[src/rtl/ahb_regbank.sv]
// ============================================================================
//  Module   : ahb_regbank
//  Purpose  : AHB data-phase bank of NUM_REGS 64-bit control registers with
//             byte-lane writes, combinational read data and an optional
//             two-cycle ERROR response (compiled in by AHB_REGBANK_ERR_EN).
//  Revision : 1.0 - initial release
// ============================================================================
`default_nettype none

module ahb_regbank #(
    parameter int          NUM_REGS  = 8,
    parameter logic [31:0] BASE_ADDR = 32'h0000_0000
) (
    input  logic                     clk,
    input  logic                     rst_n,
    input  logic                     hsel,
    input  logic                     hwrite,
    input  logic [1:0]               htrans,
    input  logic [2:0]               hsize,
    input  logic [31:0]              haddr,
    input  logic [7:0]               wr_en,
    input  logic [63:0]              hwdata,
    output logic [63:0]              hrdata,
    output logic                     hreadyout,
    output logic                     hresp,
    output logic [NUM_REGS*64-1:0]   regs,
    output logic [NUM_REGS-1:0]      wr_pulse
);

    localparam logic [9:0] NUM_REGS_W = 10'(NUM_REGS);

    logic        active;
    logic        in_win;
    logic        mapped;
    logic        bad;
    logic        in_idle;
    logic        commit;
    logic        rd_hit;
    logic [8:0]  idx;
    logic [63:0] rd_word;

    // Size and the low address bits are already folded into wr_en upstream.
    wire unused_inputs = &{1'b0, htrans[0], hsize, haddr[2:0]};

    assign active = hsel & htrans[1];
    assign in_win = (haddr[31:12] == BASE_ADDR[31:12]);
    assign idx    = haddr[11:3];
    assign mapped = in_win & ({1'b0, idx} < NUM_REGS_W);
    assign bad    = active & (~mapped | (wr_en == 8'h00));
    assign commit = active & hwrite & ~bad & in_idle;

`ifdef AHB_REGBANK_ERR_EN
    typedef enum logic [0:0] {
        S_IDLE = 1'b0,
        S_ERR2 = 1'b1
    } state_t;

    state_t state;
    state_t state_next;
    logic   ready_c;
    logic   resp_c;

    always_ff @(posedge clk or negedge rst_n) begin
        if (!rst_n) begin
            state <= S_IDLE;
        end else begin
            state <= state_next;
        end
    end

    // In ERR2 the upstream stage still holds the bad transfer; it is ignored.
    always_comb begin
        state_next = state;
        ready_c    = 1'b1;
        resp_c     = 1'b0;
        case (state)
            S_IDLE: begin
                if (bad) begin
                    ready_c    = 1'b0;
                    resp_c     = 1'b1;
                    state_next = S_ERR2;
                end
            end
            S_ERR2: begin
                ready_c    = 1'b1;
                resp_c     = 1'b1;
                state_next = S_IDLE;
            end
            default: begin
                state_next = S_IDLE;
            end
        endcase
    end

    assign in_idle   = (state == S_IDLE);
    // Reset forces the bus response even while inputs still show a bad transfer.
    assign hreadyout = ~rst_n | ready_c;
    assign hresp     = rst_n & resp_c;
    assign rd_hit    = active & ~hwrite & mapped;
`else
    assign in_idle   = 1'b1;
    assign hreadyout = 1'b1;
    assign hresp     = 1'b0;
    assign rd_hit    = active & ~hwrite & mapped & (wr_en != 8'h00);
`endif

    always_ff @(posedge clk or negedge rst_n) begin
        if (!rst_n) begin
            regs     <= '0;
            wr_pulse <= '0;
        end else begin
            for (int i = 0; i < NUM_REGS; i++) begin
                wr_pulse[i] <= commit && (idx == 9'(i));
                for (int k = 0; k < 8; k++) begin
                    if (commit && (idx == 9'(i)) && wr_en[k]) begin
                        regs[64*i + 8*k +: 8] <= hwdata[8*k +: 8];
                    end
                end
            end
        end
    end

    always_comb begin
        rd_word = 64'h0;
        for (int i = 0; i < NUM_REGS; i++) begin
            if (idx == 9'(i)) begin
                rd_word = regs[64*i +: 64];
            end
        end
    end

    assign hrdata = (rst_n && rd_hit) ? rd_word : 64'h0;

endmodule

`default_nettype wire
[config.mk]
export PLATFORM = sky130hd
export DESIGN_NAME = ahb_regbank
export DESIGN_NICKNAME = d
export VERILOG_FILES = /design/src/rtl/ahb_regbank.sv
export SDC_FILE = /design/constraint.sdc
export NUM_CORES = 1
export LEC_CHECK = 0
export CAP_MARGIN = 15
export CELL_PAD_IN_SITES_DETAIL_PLACEMENT = 0
export CELL_PAD_IN_SITES_GLOBAL_PLACEMENT = 1
export CORE_MARGIN = 2
export CORE_UTILIZATION = 36
export DETAILED_ROUTE_END_ITERATION = 7
export PLACE_DENSITY_LB_ADDON = 0.1
export RECOVER_POWER = 100
export SLEW_MARGIN = 20
export SYNTH_ARGS = -nofsm -noshare
export SYNTH_HDL_FRONTEND = slang
export SYNTH_SLANG_ARGS = --single-unit
[constraint.sdc]
create_clock -name clk -period 2.94 [get_ports clk]
set_input_delay 0.735 -clock clk [delete_from_list [all_inputs] [get_ports clk]]
set_output_delay 0.735 -clock clk [all_outputs]
set_load 0.1 [all_outputs]
Word-level counts from Yosys, hierarchy flattened
Index checks and enable logic that the tools add are counted.
W data, S select, Z words.
{"block": "word_totals", "output_inout_bits": 586, "regBits": 520, "word_cells": 171}
{"block": "op_classes", "eq_ne": 7, "reduce_logical": 77, "muxes": 9, "order_cmp": 1, "n_bitwise": 12}
{"op": "$mux W64", "count": 9}
{"op": "$logic_and A1 B1 Y1", "count": 73}
{"op": "$eq A9 B3 Y1 const B", "count": 4}
{"op": "$logic_not A20 Y1", "count": 1}
{"op": "$eq A9 B2 Y1 const B", "count": 2}
{"op": "$eq A9 B1 Y1 const B", "count": 1}
{"op": "$logic_not A9 Y1", "count": 1}
{"op": "$lt A9 B4 Y1 const B", "count": 1}
{"op": "$and A1 B1 Y1", "count": 8}
{"op": "$logic_not A8 Y1", "count": 1}
{"op": "$reduce_bool A8 Y1", "count": 1}
{"op": "$not A1 Y1", "count": 3}
{"op": "$or A1 B1 Y1", "count": 1}

Longest topological paths before layout
{"block": "logic_depth", "depth_word": 10, "ltp_mapped": 8}

Least setup slack after synthesis
No wires, ideal clock.
{"block": "synth_path", "path_kind": "input -> output", "start": "in haddr[12]", "end": "out hrdata[10]", "arrival_ns": 4.399, "slack_ns": -2.194, "path_stages": 6, "required_time_ns": 2.205, "cell_sequence": "nor4_4 > nand2_1 > or4_1 > clkbuf_1 > clkbuf_1 > a221oi_1"}
{"block": "synth_via", "elab_chain_len": 6}
{"item": "from (decl)", "line": "20", "source": "input logic [31:0] haddr,"}
{"item": "$logic_not A20 Y1", "line": "46", "source": "assign in_win = (haddr[31:12] == BASE_ADDR[31:12]);"}
{"item": "$and A1 B1 Y1", "line": "48", "source": "assign mapped = in_win & ({1'b0, idx} < NUM_REGS_W);"}
{"item": "$and A1 B1 Y1 (2 in a row)", "line": "104", "source": "assign rd_hit = active & ~hwrite & mapped & (wr_en != 8'h00);"}
{"item": "$logic_and A1 B1 Y1", "line": "132", "source": "assign hrdata = (rst_n && rd_hit) ? rd_word : 64'h0;"}
{"item": "$mux W64", "line": "132"}
{"item": "to (decl)", "line": "23", "source": "output logic [63:0] hrdata,"}
No other way between the ends.

Final worst setup path
{"block": "layout_path", "start": "in haddr[24]", "end": "out hrdata[62]"}
Same word-level chain as after synthesis.

==> flow_metrics.env <==
export IMPL_status="complete, but fails checks"
export IMPL_violations="negative setup slack"
export IMPL_tightest_slew_ns=1.21
export IMPL_skew_ns=0
export IMPL_ir_drop_mv=0.468
export IMPL_maxCapViolations=0
export IMPL_power_leakage_nw=18.0
export IMPL_crit_fanout=8
export IMPL_grt_usage_pct=27.3
export IMPL_hold_path_depth=1
export IMPL_design_area_um2=37100
export IMPL_wirelength_um=102000
export IMPL_area_growth_pct=44.7
export IMPL_coreArea_um2=70300
export IMPL_drive_gt1_share_pct=57.7
export IMPL_gr_total_overflow=0
export IMPL_slew_viol_final=0
export IMPL_first_global_vias=21108
export IMPL_final_cell_mix="527 x mux2_2, 520 x dfrtp_1, 411 x clkbuf_2"
export IMPL_synthesis_nets=1882
export IMPL_netlist_area_leader_share_pct=50.8
export IMPL_via_count=19766
export IMPL_cp_start_kind="primary input"
export IMPL_cts_buffer_depth=3
export IMPL_layout_cells_non_filler=3637
export IMPL_via_per_inst=5.43
export IMPL_synthDistinctLibCells=35
export IMPL_synthArstFlopShare_pct=100
export IMPL_fp_row_count=97
export IMPL_grt_max_degree=149
export IMPL_relSlewSlack_pct=19.6
export IMPL_register_area_um2=13000
export IMPL_syn_inst=1769
export IMPL_avgSynthCellArea_um2=14.5
export IMPL_critPathCaptureType="primary output"
export IMPL_post_route_min_period_ns=3.67
export IMPL_postRouteAntennaNets=0
export IMPL_synth_area_top_cells="dfrtp_1 51%, mux2_2 23%, mux4_2 5.6%"
export IMPL_cts_htree_levels=2
export IMPL_synth_seq_area_share_pct=50.8
export IMPL_power_density_nw_per_um2=428
export IMPL_reg2regPathDepth=1
export IMPL_place_area_um2=36400
export IMPL_gp_congestion=0.912
export IMPL_syn_cell_area_um2=25600
export IMPL_multiInputGateArea_um2=13300
export IMPL_fin_setup_tns_ns=-61.20
export IMPL_utilization_pct=52.8
export IMPL_root_buffer="clkbuf_16"
export IMPL_clk_pin_slew_worst_paths_ns=0.06
export IMPL_arrival_ns=2.94
export IMPL_crit_type="in2out"
export IMPL_synth_area_leader_cell="dfrtp_1"
export IMPL_ys_seq_elements=520
export IMPL_nFillCells=6188
export IMPL_io_pins=699
export IMPL_setup_slack_ns=-0.732
export IMPL_setup_viol=289
export IMPL_start_util_pct=36.5
export IMPL_finalCritPeriodShare_pct=125
export IMPL_cts_buffers=56
export IMPL_place_inst=3517
export IMPL_cts_sinks=520
export IMPL_nets=2761
export IMPL_drc=0
export IMPL_yosysWarningCount=0
export IMPL_rsz0062_at_grt="yes"
export IMPL_hold_buffers=0
export IMPL_grt_antenna_before_repair=7
export IMPL_ys_flop_type="dfrtp_1"
export IMPL_worstPathRequired_ns=2.20
export IMPL_place_port_buffers=689
export IMPL_place_hpwl_um=76200
export IMPL_synth_edf_count=0
export IMPL_grt_pass1_wl_um=149000
export IMPL_wl_per_cell_um=27.9
export IMPL_tritoncts="built"
export IMPL_die_h_um=271
export IMPL_dieArea_um2=73300
export IMPL_hold_viol_final=0
export IMPL_min_path_type="reg2reg"
export IMPL_layout_commonest_cell="mux2_2"
export IMPL_die_w_um=271
export IMPL_max_freq_ghz=0.272
export IMPL_drt_pass1_iter_count=5
export IMPL_clock_latency_ns=0.61
export IMPL_drt_iter0_markers=1156
## registers in the layout, indices dropped and copies added (netlist names)
register and flops:
regs 512, wr_pulse 8
## through the flow
stage	power, mW	setup slack [ns]	hold WS [ns]
after global routing	16.4	-0.746	0.537
after CTS	16.0	-0.828	0.0953
after floorplan	7.64	-1.13	0.439
after detailed placement	8.30	-1.06	0.508
final	15.9	-0.732	0.516
after global placement	8.30	-1.07	0.504
## path summary, 6_finish.rpt
check / to / slack (ns) / startpoint
setup / recovery: hrdata[62] / -0.73 / haddr[24]
hold / removal: regs[287] / 0.52 / regs[287]
setup reg to reg: regs[277] / 2.06 / regs[277]
hold reg to reg: regs[287] / 0.52 / regs[287]
max in group asynchronous: regs[61] / -0.16 / rst_n
min in group asynchronous: regs[248] / 0.69 / rst_n
## cells in the mapped netlist, types with 7 or more instances
cell	n
nor4_4	66
buf_2	23
mux2_2	527
mux2_1	49
nand2_1	132
buf_4	12
inv_2	7
buf_1	12
dfrtp_1	520
mux4_2	64
a221oi_1	64
mux2i_1	64
clkbuf_1	53
o21ai_0	128
nand4_4	8
## routing by layer
layer  part of all wire, %  vias up  global-route usage [%]  wire [µm]
met2                    51      695                    47.4      51600
li1                      -     8480                       -          -
met4                   3.3        2                    8.96       3310
met5                 0.011        -                       0         11
met3                   4.9      174                    4.70       5000
met1                    41    10415                    34.5      41700
## critical path, cell delays in order
cell and delay (ns):
buf_6 0.09, nor4b_4 0.26, buf_4 0.15, nand4_1 0.22
or4_4 0.59, buf_12 0.19, buf_16 0.17, a221oi_4 0.27
buf_12 0.22
## cell families (layout without fill, tap and decap cells)
logic type	count (synthesis)	in the layout	synth area share, %
compound gates	193	193	4.72
buf+inv	109	1034	1.88
flops	520	520	50.8
mux	704	704	33.4
other cells	2	5	0.0293
simple gates	241	241	9.15
## area by class of cell
cell class | count | share of cell area (%)
antenna | 3 | 0.0202
clock buffer | 81 | 4.47
clock inverter | 23 | 1.02
inverter | 9 | 0.0911
multi-input combinational | 1140 | 35.9
sequential | 520 | 35.1
tap | 940 | 3.17
timing repair buffer | 921 | 20.3
## timing repair
action,4_1_cts,5_1_grt
setup buffers,8,2
pin swaps,12,5
cloned,6,1
resized for setup,91,5
setup endpoints to repair,576,511
## power breakdown
| part | switching, mW | total [mW] | internal [mW] |
|---|---|---|---|
| sequential | 0.00000000107 | 7.16 | 7.16 |
| clock | 2.92 | 7.70 | 4.78 |
| combinational | 0.651 | 0.999 | 0.347 |
(Power assumes the default switching activity.)
==> RTL edit 1 (same flow settings) <==
The option `AHB_REGBANK_ERR_EN` is turned on by a define.
--- a/src/rtl/ahb_regbank.sv
+++ b/src/rtl/ahb_regbank.sv
@@ -7,4 +7,6 @@
 // ============================================================================
 `default_nettype none
+
+`define AHB_REGBANK_ERR_EN
 
 module ahb_regbank #(
Behaviour: not the same (a bounded check fails within 4 cycles, from zero or initial values and one cycle with rst_n low).
==> RTL edit 1 against the original RTL <==
  * The run ends with slew limit, setup timing left
  * Utilization rose by 0.51 points
  * Synthesized area fell by 1.1%
  * Cell count rose by 6.1%
  * Via count rose by 10%
  * Routed wire length rose by 11%
  * Total power rose by 1.1%
  * Sequential cell count rose by 1
  * Critical path depth rose by 3
  * Synthesized cell count rose by 11%
  * Worst setup slack got worse by 0.0064 ns
  * Clock skew rose by 0.0080 ns
  * Design area rose by 0.44%
  * Critical path type unchanged
  * Critical endpoint is now hrdata[49]
==> RTL edit 1: results (changes against the original RTL) <==
Setup path
  • Worst reg2reg path depth: 6 (+5)
  • Slowest-stage cell, CP: nor4_4
  • Critical Path Fanout Max: 5 (-3)
  • Slowest stage delay, CP: 0.27 ns (-0.32 ns)
  • CP Capture Point: hrdata[49]

Finish
  • NonClk Buf Share: 22.6% (+2.3 points)
  • Register area: 13,000 um2 (+0.19%)
  • Filler cell count: 6,314 (+2.0%)
  • Synth-to-layout area growth: 46.9%
  • #MultiIn Comb: 1,310 (+15%)
  • Largest regs: regs (512), wr_pulse (8), state (1)
  • Non-clk invs: 2 (-7)
  • Fraction of area in multi-input gates: 33.6% (-2.2 points)
  • Layout cells sized above 1: 53.1% (-4.7 points)

Place
  • DP Area: 36,000 um2 (-0.99%)
  • Dpl ws: -1.24 ns (-0.172 ns)
  • Port buffer count: 691 (+0.29%)

Clock network
  • CTS buffer count: 59 (+5.4%)
  • Total clock sinks: 521 (+0.19%)

Min path
  • Worst hold path type: in2async

Global routing
  • First-pass GRT wire length: 164,000 um (+9.7%)
  • Largest net degree at the start of global routing: 163 (+9.4%)
  • Initial antenna violation count: 10 (+3)
  • Vias in the first global route: 22,600 (+7.2%)
  • Gr usage total: 30.3% (+3.0 points)

STA
  • Final setup fails: 66 (-77%)
  • Slew @ Worst Pin: 1.53 ns (+0.318 ns)
  • Max-slew violations: 98 (+98)
  • Worst hold margin: 0.204 ns (-0.312 ns)
  • Setup ws final: -0.739 ns (-0.00637 ns)

Route
  • WL/cell: 29.3 um (+4.7%)
  • Via count: 21,800 (+10%)

Run status
  • Failing checks: slew limit, setup timing
  • Status: finished, violations left

Pwr
  • P_int: 12.3 mW (+0.41%)

Yosys
  • Post-synthesis sequential area ratio: 51.4% (+0.64 points)
## RTL edit 1: cells by family after synthesis
kind of cell	after synthesis	share of synthesized area, %
flip-flops	521	51.4
AO/OA/AOI/OAI	370	10.7
buffers and inverters	136	2.17
multiplexers	584	25.7
AND/OR/NAND/NOR	356	9.94
## RTL edit 1: repair_timing
action | CTS | global route
resized for setup | 71 | 26
buffers inserted | 16 | 6
endpoints found under the hold margin | 0 | 0
cloned | 7 | 0
setup endpoints to repair | 504 | 226
pin swaps | 11 | 14
## RTL edit 1: per-layer routing
metal	up-vias	track usage, %	part of all wire (%)
li1	9311	-	-
met1	11400	39.4	42
met2	885	50.3	48
met3	204	6.27	6.3
met4	8	10.7	3.9
met5	-	0	0.045
## RTL edit 1: power by group through the flow
stage	Combinational, mW	Clock [mW]	Sequential (mW)
2_1_floorplan	0.301	0	7.31
3_3_place_gp	1.01	0	7.30
3_5_place_dp	1.03	0	7.30
4_1_cts	1.03	7.96	7.17
5_1_grt	1.10	8.26	7.17
6_report	1.03	7.83	7.17
==> RTL edit 2 (config.mk and constraints unchanged) <==
Without the edit above. Change the parameter `NUM_REGS` from 8 to 12.
--- a/src/rtl/ahb_regbank.sv
+++ b/src/rtl/ahb_regbank.sv
@@ -9,5 +9,5 @@
 
 module ahb_regbank #(
-    parameter int          NUM_REGS  = 8,
+    parameter int          NUM_REGS  = 12,
     parameter logic [31:0] BASE_ADDR = 32'h0000_0000
 ) (
Ports: changed (resized regs and wr_pulse); port bits go from 699 to 959. The function was not compared with the original's and may differ.
==> RTL edit 2 against the original RTL <==
  * The run ends with capacitance limit, slew limit, setup timing left
  * Sequential cell count up 260
  * Global-route usage up 8.0 points
  * Routed wire length up 89%
  * Design area up 48%
  * Worst hold slack about the same
  * Worst setup slack worse by 0.12 ns
  * Count of clock-buffer cells in the layout up 52
  * Total power up 49%
  * Clock power up 47%
  * Synthesized area up 45%
  * Utilization up 0.94 points
  * Cell count up 57%
  * Largest power group unchanged
==> RTL edit 2: results (changes against the original RTL) <==
Run status
  • Status: finished, violations left
  • Failing checks: capacitance limit, slew limit, setup timing

STA
  • Setup ws final: -0.848 ns (-0.116 ns)
  • Slew @ Worst Pin: 1.74 ns (+0.531 ns)
  • Max-slew violations: 28 (+28)
  • Final setup fails: 975 (+240%)

Global routing
  • Gr usage total: 35.4% (+8.0 points)
  • Initial antenna violation count: 11 (+4)

Setup path
  • Critical Path Fanout Max: 5 (-3)
  • Slowest-stage cell, CP: nor4_4
  • Slowest stage delay, CP: 0.43 ns (-0.16 ns)
  • WP data arrival: 3.05 ns (+0.11 ns)

Route
  • Via count: 32,900 (+66%)
  • Via density: 5.78 (+6.3%)
  • Drt initial violations: 2,463 (+110%)
  • WL/cell: 33.7 um (+21%)

Yosys
  • Commonest cells post-synth: mux2_2, dfrtp_1, a21oi_1, clkbuf_1, nor2_1
  • Area fraction in compound gates after synthesis: 10.1% (+5.4 points)
  • Post-synthesis sequential area ratio: 52.4% (+1.6 points)
  • Syn nets: 3,114 (+65%)

Place
  • Dpl ws: -1.42 ns (-0.360 ns)
  • DPL Wire Length: 142,000 um (+87%)
  • Placed insts: 5,492 (+56%)

Clock network
  • H-Tree Depth: 3 (+1)

Finish
  • Largest regs: regs (768), wr_pulse (12)

Flow run
  • Max_cap viols: 1 (+1)
[RTL edit 2: power by group through the flow]
stage | registers, mW | logic, mW | clock network (mW)
2_1_floorplan | 10.9 | 0.542 | 0
3_3_place_gp | 10.9 | 1.50 | 0
3_5_place_dp | 10.9 | 1.52 | 0
4_1_cts | 10.7 | 1.55 | 11.4
5_1_grt | 10.7 | 1.65 | 11.9
6_report | 10.7 | 1.56 | 11.3
[RTL edit 2: through the flow]
stage	cell area [um2]	total power, mW	util (%)
2_1_floorplan	38800	11.5	-
3_3_place_gp	52800	12.4	51.7
3_5_place_dp	52800	12.5	51.7
4_1_cts	56800	23.7	55.6
5_1_grt	54900	24.2	53.7
6_report	54900	23.6	53.7
[RTL edit 2: timing repair]
item	in CTS	in global routing
cloned	8	0
endpoints found under the setup margin	832	75
pin swaps	48	8
resized for setup	219	31
setup buffers	29	5
[RTL edit 2: area by class of cell]
type                            count  area [um2]
Fill cell                        9088       47300
Sequential cell                   780       19500
Multi-Input combinational cell   1985       18700
Timing Repair Buffer             1394       12000
Clock buffer                      133        2650
Tap cell                         1368        1710
Clock inverter                     28         267
Antenna cell                        4        10.0
[RTL edit 2: worst paths after layout]
kind,slack [ns],to,startpoint,depth (start not counted)
hold reg to reg,0.52,regs[551],regs[551],1
setup / recovery,-0.85,hrdata[31],haddr[10],11
min in group asynchronous,0.84,regs[197],rst_n,2
hold / removal,0.52,regs[551],regs[551],1
max in group asynchronous,-0.31,regs[78],rst_n,4
setup reg to reg,1.98,regs[479],regs[479],1
[RTL edit 2: per-layer routing]
layer  vias up  GRT usage [%]  routed length (um)
li1      13600              -                   -
met1     17300           43.4               74700
met2      1575           57.9               90600
met3       418           9.39               15700
met4        10           16.9               10800
met5         -              0                  72
